**config.mk**
```make
export PLATFORM = sky130hd
export DESIGN_NAME = regadd_result_fifo
export DESIGN_NICKNAME = d
export VERILOG_FILES = /design/src/rtl/regadd_result_fifo.sv
export SDC_FILE = /design/constraint.sdc
export NUM_CORES = 1
export LEC_CHECK = 0
export CORE_ASPECT_RATIO = 1.2
export CORE_UTILIZATION = 35
export CTS_CLUSTER_SIZE = 16
export DETAILED_ROUTE_END_ITERATION = 10
export HOLD_SLACK_MARGIN = 0.12
export PLACE_DENSITY_LB_ADDON = 0.1
export SLEW_MARGIN = 15
export SYNTH_ARGS = -nofsm -noshare
export SYNTH_HDL_FRONTEND = slang
export SYNTH_SLANG_ARGS = --single-unit
```
**constraint.sdc**
```tcl
create_clock -name clk -period 2.37 [get_ports clk]
set_clock_uncertainty 0.15 [all_clocks]
set_input_delay 0.474 -clock clk [delete_from_list [all_inputs] [get_ports clk]]
set_output_delay 0.474 -clock clk [all_outputs]
set_load 0.02 [all_outputs]
```
**src/rtl/regadd_result_fifo.sv**
```systemverilog
// Result FIFO behind the n-bit registered adder.
// Each valid {c_out, sum} result is queued here. A consumer drains the queue at its own rate.
// The head entry falls through to rd_data with no read latency.
// The block also keeps sticky overflow/underflow flags and a saturating count of carry-out results.
// DEPTH must be a power of two and at least 2, so pointer wrap is the natural binary rollover.
module regadd_result_fifo #(
   parameter int n     = 8,
   parameter int DEPTH = 4,
   parameter int CW    = 8
) (
   input  logic                       clk,
   input  logic                       rst,
   input  logic                       in_valid,
   input  logic [n-1:0]               sum,
   input  logic                       c_out,
   input  logic                       rd_en,
   output logic [n:0]                 rd_data,
   output logic                       empty,
   output logic                       full,
   output logic [$clog2(DEPTH):0]     count,
   output logic                       overflow,
   output logic                       underflow,
   output logic [CW-1:0]              carry_cnt
);

   localparam int AW = $clog2(DEPTH);
   localparam logic [AW:0]   CNT_ONE  = (AW+1)'(1);
   localparam logic [AW:0]   CNT_FULL = (AW+1)'(DEPTH);
   localparam logic [AW-1:0] PTR_ONE  = AW'(1);
   localparam logic [CW-1:0] CC_ONE   = CW'(1);

   typedef struct packed {
      logic         c_out;
      logic [n-1:0] sum;
   } entry_t;

   entry_t        mem [DEPTH];
   logic [AW-1:0] wr_ptr;
   logic [AW-1:0] rd_ptr;
   logic          wr_acc;
   logic          pop;

   // Full and empty are decoded from the registered count.
   // Because of this, no output has a combinational path from the write-side inputs.
   assign full  = (count == CNT_FULL);
   assign empty = (count == '0);

   // A write is accepted when full only if a pop frees a slot in the same cycle.
   // A pop is honoured only when an entry is present.
   assign wr_acc = in_valid && (!full || rd_en);
   assign pop    = rd_en && !empty;

   // First-word-fall-through head. The output is held at zero when the FIFO is empty.
   assign rd_data = empty ? '0 : mem[rd_ptr];

   // Storage array. Its contents are left untouched by reset.
   always_ff @(posedge clk) begin
      if (wr_acc) mem[wr_ptr] <= {c_out, sum};
   end

   // Pointers, occupancy and status flags.
   // Reset is asynchronous, so it clears these even mid-transfer.
   always_ff @(posedge clk or posedge rst) begin
      if (rst) begin
         wr_ptr    <= '0;
         rd_ptr    <= '0;
         count     <= '0;
         overflow  <= 1'b0;
         underflow <= 1'b0;
         carry_cnt <= '0;
      end else begin
         if (wr_acc) wr_ptr <= wr_ptr + PTR_ONE;
         if (pop)    rd_ptr <= rd_ptr + PTR_ONE;
         case ({wr_acc, pop})
            2'b10:   count <= count + CNT_ONE;
            2'b01:   count <= count - CNT_ONE;
            default: count <= count;
         endcase
         if (in_valid && full && !rd_en) overflow  <= 1'b1;
         if (rd_en && empty)             underflow <= 1'b1;
         if (wr_acc && c_out && (carry_cnt != '1)) carry_cnt <= carry_cnt + CC_ONE;
      end
   end

endmodule

```
==> metrics.yaml, run 1 <==
viasPerCell: 4.65
grt_max_degree: 18
yosys-top-cells-count: "edfxtp_1, dfrtp_1, inv_1, mux4_2, nor2b_1"
stdcell_area_mm2: 0.00292
fillerInstances: 585
seq_power_share_pct: 39.6
critPathKind: "flop to flop"
cts_max_level: 2
worst_slew_pin_slew_ps: 709
gr-total-overflow: 0
cts.sinks: 53
cap_violations: 0
ys_ff_latch: 53
synth.top_cells.by_area: "edfxtp_1, dfrtp_1, mux4_2, ha_1, xor2_1"
powerDensity_mw_per_mm2: 1220
setup_viol: 0
irDropWorstVdd_v: 0.000495
initial_core_util_pct: 36.8
dp_hpwl_um: 3210
intPower_w: 0.00229
syn_nets: 158
core_area_mm2: 0.00613
rsz0062_at_grt: "yes"
wirelength_um: 4410
syn2layout_area_growth_pct: 29.5
root_buffer: "clkbuf_8"
dpl.cell_count: 270
yosysMostFrequentCell: "edfxtp_1"
n_antenna_cell: 0
syn_avg_cell_area_um2: 16.3
nets: 218
yosysWarnings: 0
sw_frac_of_total_pct: 35.9
crit_family: "simple AND/OR/NAND/NOR gates"
die_height_um: 89.9
final_cells: 281
clock_latency_ps: 300
synth.distinct_cells: 30
placed_cell_area_mm2: 0.00285
async_reset_ff_share_pct: 32.1
die_x_um: 75.3
holdPathStages: 1
place.gp.congestion: 0.762
critPathMaxStageDelay_ps: 540
end_kind: "flop"
required_ps: 2450
drc: 0
finalCritPeriodShare_pct: 98.0
first_pass_iters: 4
tns_ps: 0
gr-usage-all-layers_pct: 14.5
p_clk_share_pct: 13.6
switching_power_w: 0.00128
crit_fanout: 2
ant_nets: 0
clk_pin_slew_ps: 90
yosysSeqAreaShare_pct: 66.8
regArea_mm2: 0.00151
yosysTopAreaCell: "edfxtp_1"
final_layout_size_suffix_gt1_share_pct: 29.1
postSynthCellCount: 138
final-max-slew-violation-count: 0
p_leak_nw: 1.15
vias: 1308
cts_buffers: 5
cp.arrival_ps: 2400
start_kind: "flop"
status: "finished, final reports clean"
grt_pass1_wl_um: 7020
grt_pass1_vias: 1484
cts_tree: "yes"
cp_cell_sequence: "or4b_4, and2_4, inv_2, ha_4, inv_2, fa_2, xor2_1, nor2_1, xor2_1"
drt-wirelength-per-cell_um: 15.7
clockBufferDepth: 2
hold_class: "flop to flop"
num_io_pins: 37
slew_headroom_pct: 52.7
synth_top_cell_area_share_pct: 47.9
min_period_ps: 2320
path_depth: 9
crit_slowest_cell: "or4b_4"
postCtsHoldBufs: 0
fmax_mhz: 430
dieArea_mm2: 0.00677
drtIter0Drc: 41
reg2reg_depth: 9
antenna_found_initial: 0
num_rows: 31
p_comb_share_pct: 46.9
netlist_area_mm2: 0.00226
synthFlopType: "edfxtp_1"
synth_edf_count: 36
multi_input_area_um2: 721
port_buffers: 36
hold_viol: 0
path_buf_inv: 2
==> through the flow <==
stage	util (%)	hold WS (ps)	worst slack, ps	power (W)
after CTS	48.4	321	1.18	0.00369
after global placement	46.6	294	-423	0.00317
after global routing	47.7	338	-50.7	0.00379
after detailed placement	46.6	301	-498	0.00323
final	47.7	316	46.6	0.00356
after floorplan	-	250	-27.6	0.00241
==> state kept, by name (all words and copies together), names as in the netlist <==
name,count
count,3
rd_ptr,2
mem,36
underflow,1
carry_cnt,8
wr_ptr,2
overflow,1
==> path summary, 6_finish.rpt <==
| path | start | endpoint | slack [ps] |
|---|---|---|---|
| hold reg to reg | underflow$_DFFE_PP0P_ | underflow$_DFFE_PP0P_ | 320 |
| min in group asynchronous | rst | carry_cnt[3]$_DFFE_PP0P_ | 450 |
| hold / removal | underflow$_DFFE_PP0P_ | underflow$_DFFE_PP0P_ | 320 |
| setup reg to reg | count[0]$_DFFE_PP0P_ | count[2]$_DFFE_PP0P_ | 50 |
| setup / recovery | count[0]$_DFFE_PP0P_ | count[2]$_DFFE_PP0P_ | 50 |
| max in group asynchronous | rst | count[1]$_DFFE_PP0P_ | 1130 |
==> power by group through the flow <==
stage | logic [W] | registers, W | clock network (W)
global route | 0.00182 | 0.00144 | 0.000533
global placement | 0.00176 | 0.00141 | 0
floorplan | 0.000880 | 0.00153 | 0
detailed placement | 0.00180 | 0.00143 | 0
CTS | 0.00178 | 0.00141 | 0.000496
finish | 0.00167 | 0.00141 | 0.000483
==> per-layer routing <==
layer	track usage, %	wire length, µm	up-vias
li1	-	-	617
met1	15.7	1710	657
met2	26.2	2460	29
met3	4.15	183	5
met4	4.63	53	0
met5	0	0	-
==> what timing repair did <==
item / 4_1_cts / 5_1_grt
setup buffers: 3 / 0
pin swaps: 4 / 4
endpoints found under the setup margin: 12 / 11
resized for setup: 31 / 10
==> logic make-up after synthesis <==
| kind of cell | after synthesis | share of synthesized area (%) |
|---|---|---|
| mux | 13 | 11.4 |
| buf+inv | 12 | 2.05 |
| xor+xnor | 11 | 4.27 |
| compound gates | 3 | 0.943 |
| fa+ha+maj | 7 | 4.22 |
| simple gates | 39 | 10.3 |
| flops | 53 | 66.8 |
==> layout make-up <==
type | instances | share of cell area (%)
Sequential cell | 53 | 51.7
Multi-Input combinational cell | 73 | 24.7
Timing Repair Buffer | 56 | 16.2
Tap cell | 82 | 3.51
Clock buffer | 8 | 2.74
Inverter | 9 | 1.16
==> cell usage in the layout (no fill, tap or decap), drive strengths merged <==
master	instances
a31o	1
nand2b	1
clkdlybuf4s50	24
xnor2	3
mux2	3
dlymetal6s2s	1
mux2i	1
xor2	8
nor2	5
dlygate4sd2	1
mux4	9
o21ai	1
nand3	6
inv	9
nand2	4
nor3b	1
nand4	1
fa	1
buf	28
nor4	1
nor2b	9
ha	6
edfxtp	36
clkbuf	9
or2	1
or4b	1
and2	1
a21o	1
nor3	4
and3	4
clkdlybuf4s15	1
dfrtp	17
(Power assumes the default switching activity.)
==> inputs of run 2 (changes only) <==
GPL_ROUTABILITY_DRIVEN = 0   (was unset)
SETUP_SLACK_MARGIN = 0.3   (was unset)
==> metrics.yaml, run 2 (synthesis gave the netlist of run 1 again) <==
stdcell_area_mm2: 0.00305  # was 0.00292 mm²
cp.arrival_ps: 2390  # was 2400 ps
first_pass_iters: 4  # unchanged
rsz0062_at_grt: "yes"  # unchanged
gr-total-overflow: 0  # unchanged
tns_ps: 0  # unchanged
setup_viol: 0  # unchanged
crit_fanout: 2  # unchanged
clock_latency_ps: 300  # about the same
largest_register_ffs: 36  # unchanged
end_kind: "flop"  # unchanged
cts_buffers: 5  # unchanged
grt_pass1_wl_um: 7020  # about the same
finish.utilization_pct: 49.8  # was 47.7%
hold_viol: 0  # unchanged
n_antenna_cell: 0  # unchanged
ant_nets: 0  # unchanged
num_io_pins: 37  # unchanged
seq_power_share_pct: 36.6  # was 39.6%
root_buffer: "clkbuf_8"  # unchanged
placed_cell_area_mm2: 0.00285  # unchanged
min_period_ps: 2310  # was 2320 ps
antenna_found_initial: 0  # unchanged
nets: 219  # was 218
cts_max_level: 2  # unchanged
fin_ws_ps: 60.0  # was 46.6 ps
drc: 0  # unchanged
intPower_w: 0.00250  # was 0.00229 W
final_common_cell: "edfxtp_1"  # unchanged
slew_headroom_pct: 52.2  # was 52.7%
syn2layout_area_growth_pct: 35.2  # was 29.5%
max_flop_register: "mem"  # unchanged
drt-wirelength-per-cell_um: 15.9  # was 15.7 µm
die_x_um: 75.3  # unchanged
clk_pin_slew_ps: 90  # about the same
grt_pass1_vias: 1483  # was 1484
cts.sinks: 53  # unchanged
place_ws_ps: -498  # unchanged
clockBufferDepth: 2  # unchanged
p_clk_share_pct: 12.5  # was 13.6%
core_area_mm2: 0.00613  # unchanged
wirelength_um: 4470  # was 4410 µm
port_buffers: 36  # unchanged
switching_power_w: 0.00136  # was 0.00128 W
worst_slew_pin_slew_ps: 717  # was 709 ps
grt_max_degree: 18  # unchanged
viasPerCell: 4.67  # was 4.65
vias: 1317  # was 1308
postCtsHoldBufs: 0  # unchanged
required_ps: 2450  # about the same
start_kind: "flop"  # unchanged
final-max-slew-violation-count: 0  # unchanged
cts_tree: "yes"  # unchanged
final_layout_size_suffix_gt1_share_pct: 36.5  # was 29.1%
p_comb_share_pct: 50.8  # was 46.9%
hold_class: "flop to flop"  # unchanged
dp_hpwl_um: 3210  # unchanged
critPathKind: "flop to flop"  # unchanged
p_leak_nw: 1.22  # was 1.15 nW
sw_frac_of_total_pct: 35.2  # was 35.9%
initial_core_util_pct: 36.8  # unchanged
cap_violations: 0  # unchanged
powerDensity_mw_per_mm2: 1270  # was 1220 mW/mm²
reg_top3: "mem (36), carry_cnt (8), count (3)"  # unchanged
fmax_mhz: 433  # was 430 MHz
irDropWorstVdd_v: 0.000519  # was 0.000495 V
final_cell_mix: "edfxtp_1, clkdlybuf4s50_1, buf_4"  # unchanged
drtIter0Drc: 39  # was 41
gr-usage-all-layers_pct: 14.5  # about the same
finalCritPeriodShare_pct: 97.5  # was 98.0%
dieArea_mm2: 0.00677  # unchanged
num_rows: 31  # unchanged
status: "finished, final reports clean"  # unchanged
die_height_um: 89.9  # unchanged
run 2: routing by layer:
metal	share of wire, %	up-vias	global-route usage (%)
met4	1.4	0	4.63
met3	4.0	6	4.15
met5	0	-	0
li1	-	621	-
met1	38	662	15.7
met2	56	28	26.1
run 2: timing repair:
action	4_1_cts	5_1_grt
buffers inserted	4	0
pin swaps	5	3
endpoints found under the setup margin	52	24
resized for setup	53	32
run 2: power groups by stage:
stage	Clock, W	Sequential, W	Combinational, W
final	0.000484	0.00142	0.00196
after global routing	0.000533	0.00144	0.00211
after CTS	0.000496	0.00141	0.00177
after detailed placement	0	0.00143	0.00180
after global placement	0	0.00141	0.00176
after floorplan	0	0.00153	0.000880
run 2: path summary, 6_finish.rpt:
check,from,to,slack (ps),depth (start not counted)
max reg2reg,count[0]$_DFFE_PP0P_,count[2]$_DFFE_PP0P_,60,9
min,underflow$_DFFE_PP0P_,underflow$_DFFE_PP0P_,320,1
min reg2reg,underflow$_DFFE_PP0P_,underflow$_DFFE_PP0P_,320,1
max,count[0]$_DFFE_PP0P_,count[2]$_DFFE_PP0P_,60,9
min in group asynchronous,rst,carry_cnt[3]$_DFFE_PP0P_,450,2
max in group asynchronous,rst,count[1]$_DFFE_PP0P_,1120,2
run 2: worst max-delay path, cell delays in order, from the launching register on:
cell	delay, ps
dfrtp_2	420
or4b_4	540
and2_4	170
inv_4	50
ha_4	130
inv_2	30
fa_2	330
xor2_1	140
nor2_1	120
xor2_1	160
run 2: final cells by class:
type	count	area (µm²)
fillers	560	3080
inverters	9	36.3
flip-flops and latches	53	1510
multi-input cells	73	790
well taps	82	103
repair buffers	57	533
clock buffers	8	80.1
run 2: per-stage QoR:
step	hold WS, ps	std cells	total power, W
floorplan	250	138	0.00241
global placement	294	270	0.00317
detailed placement	301	270	0.00323
CTS	321	282	0.00368
global route	338	282	0.00409
finish	318	282	0.00386
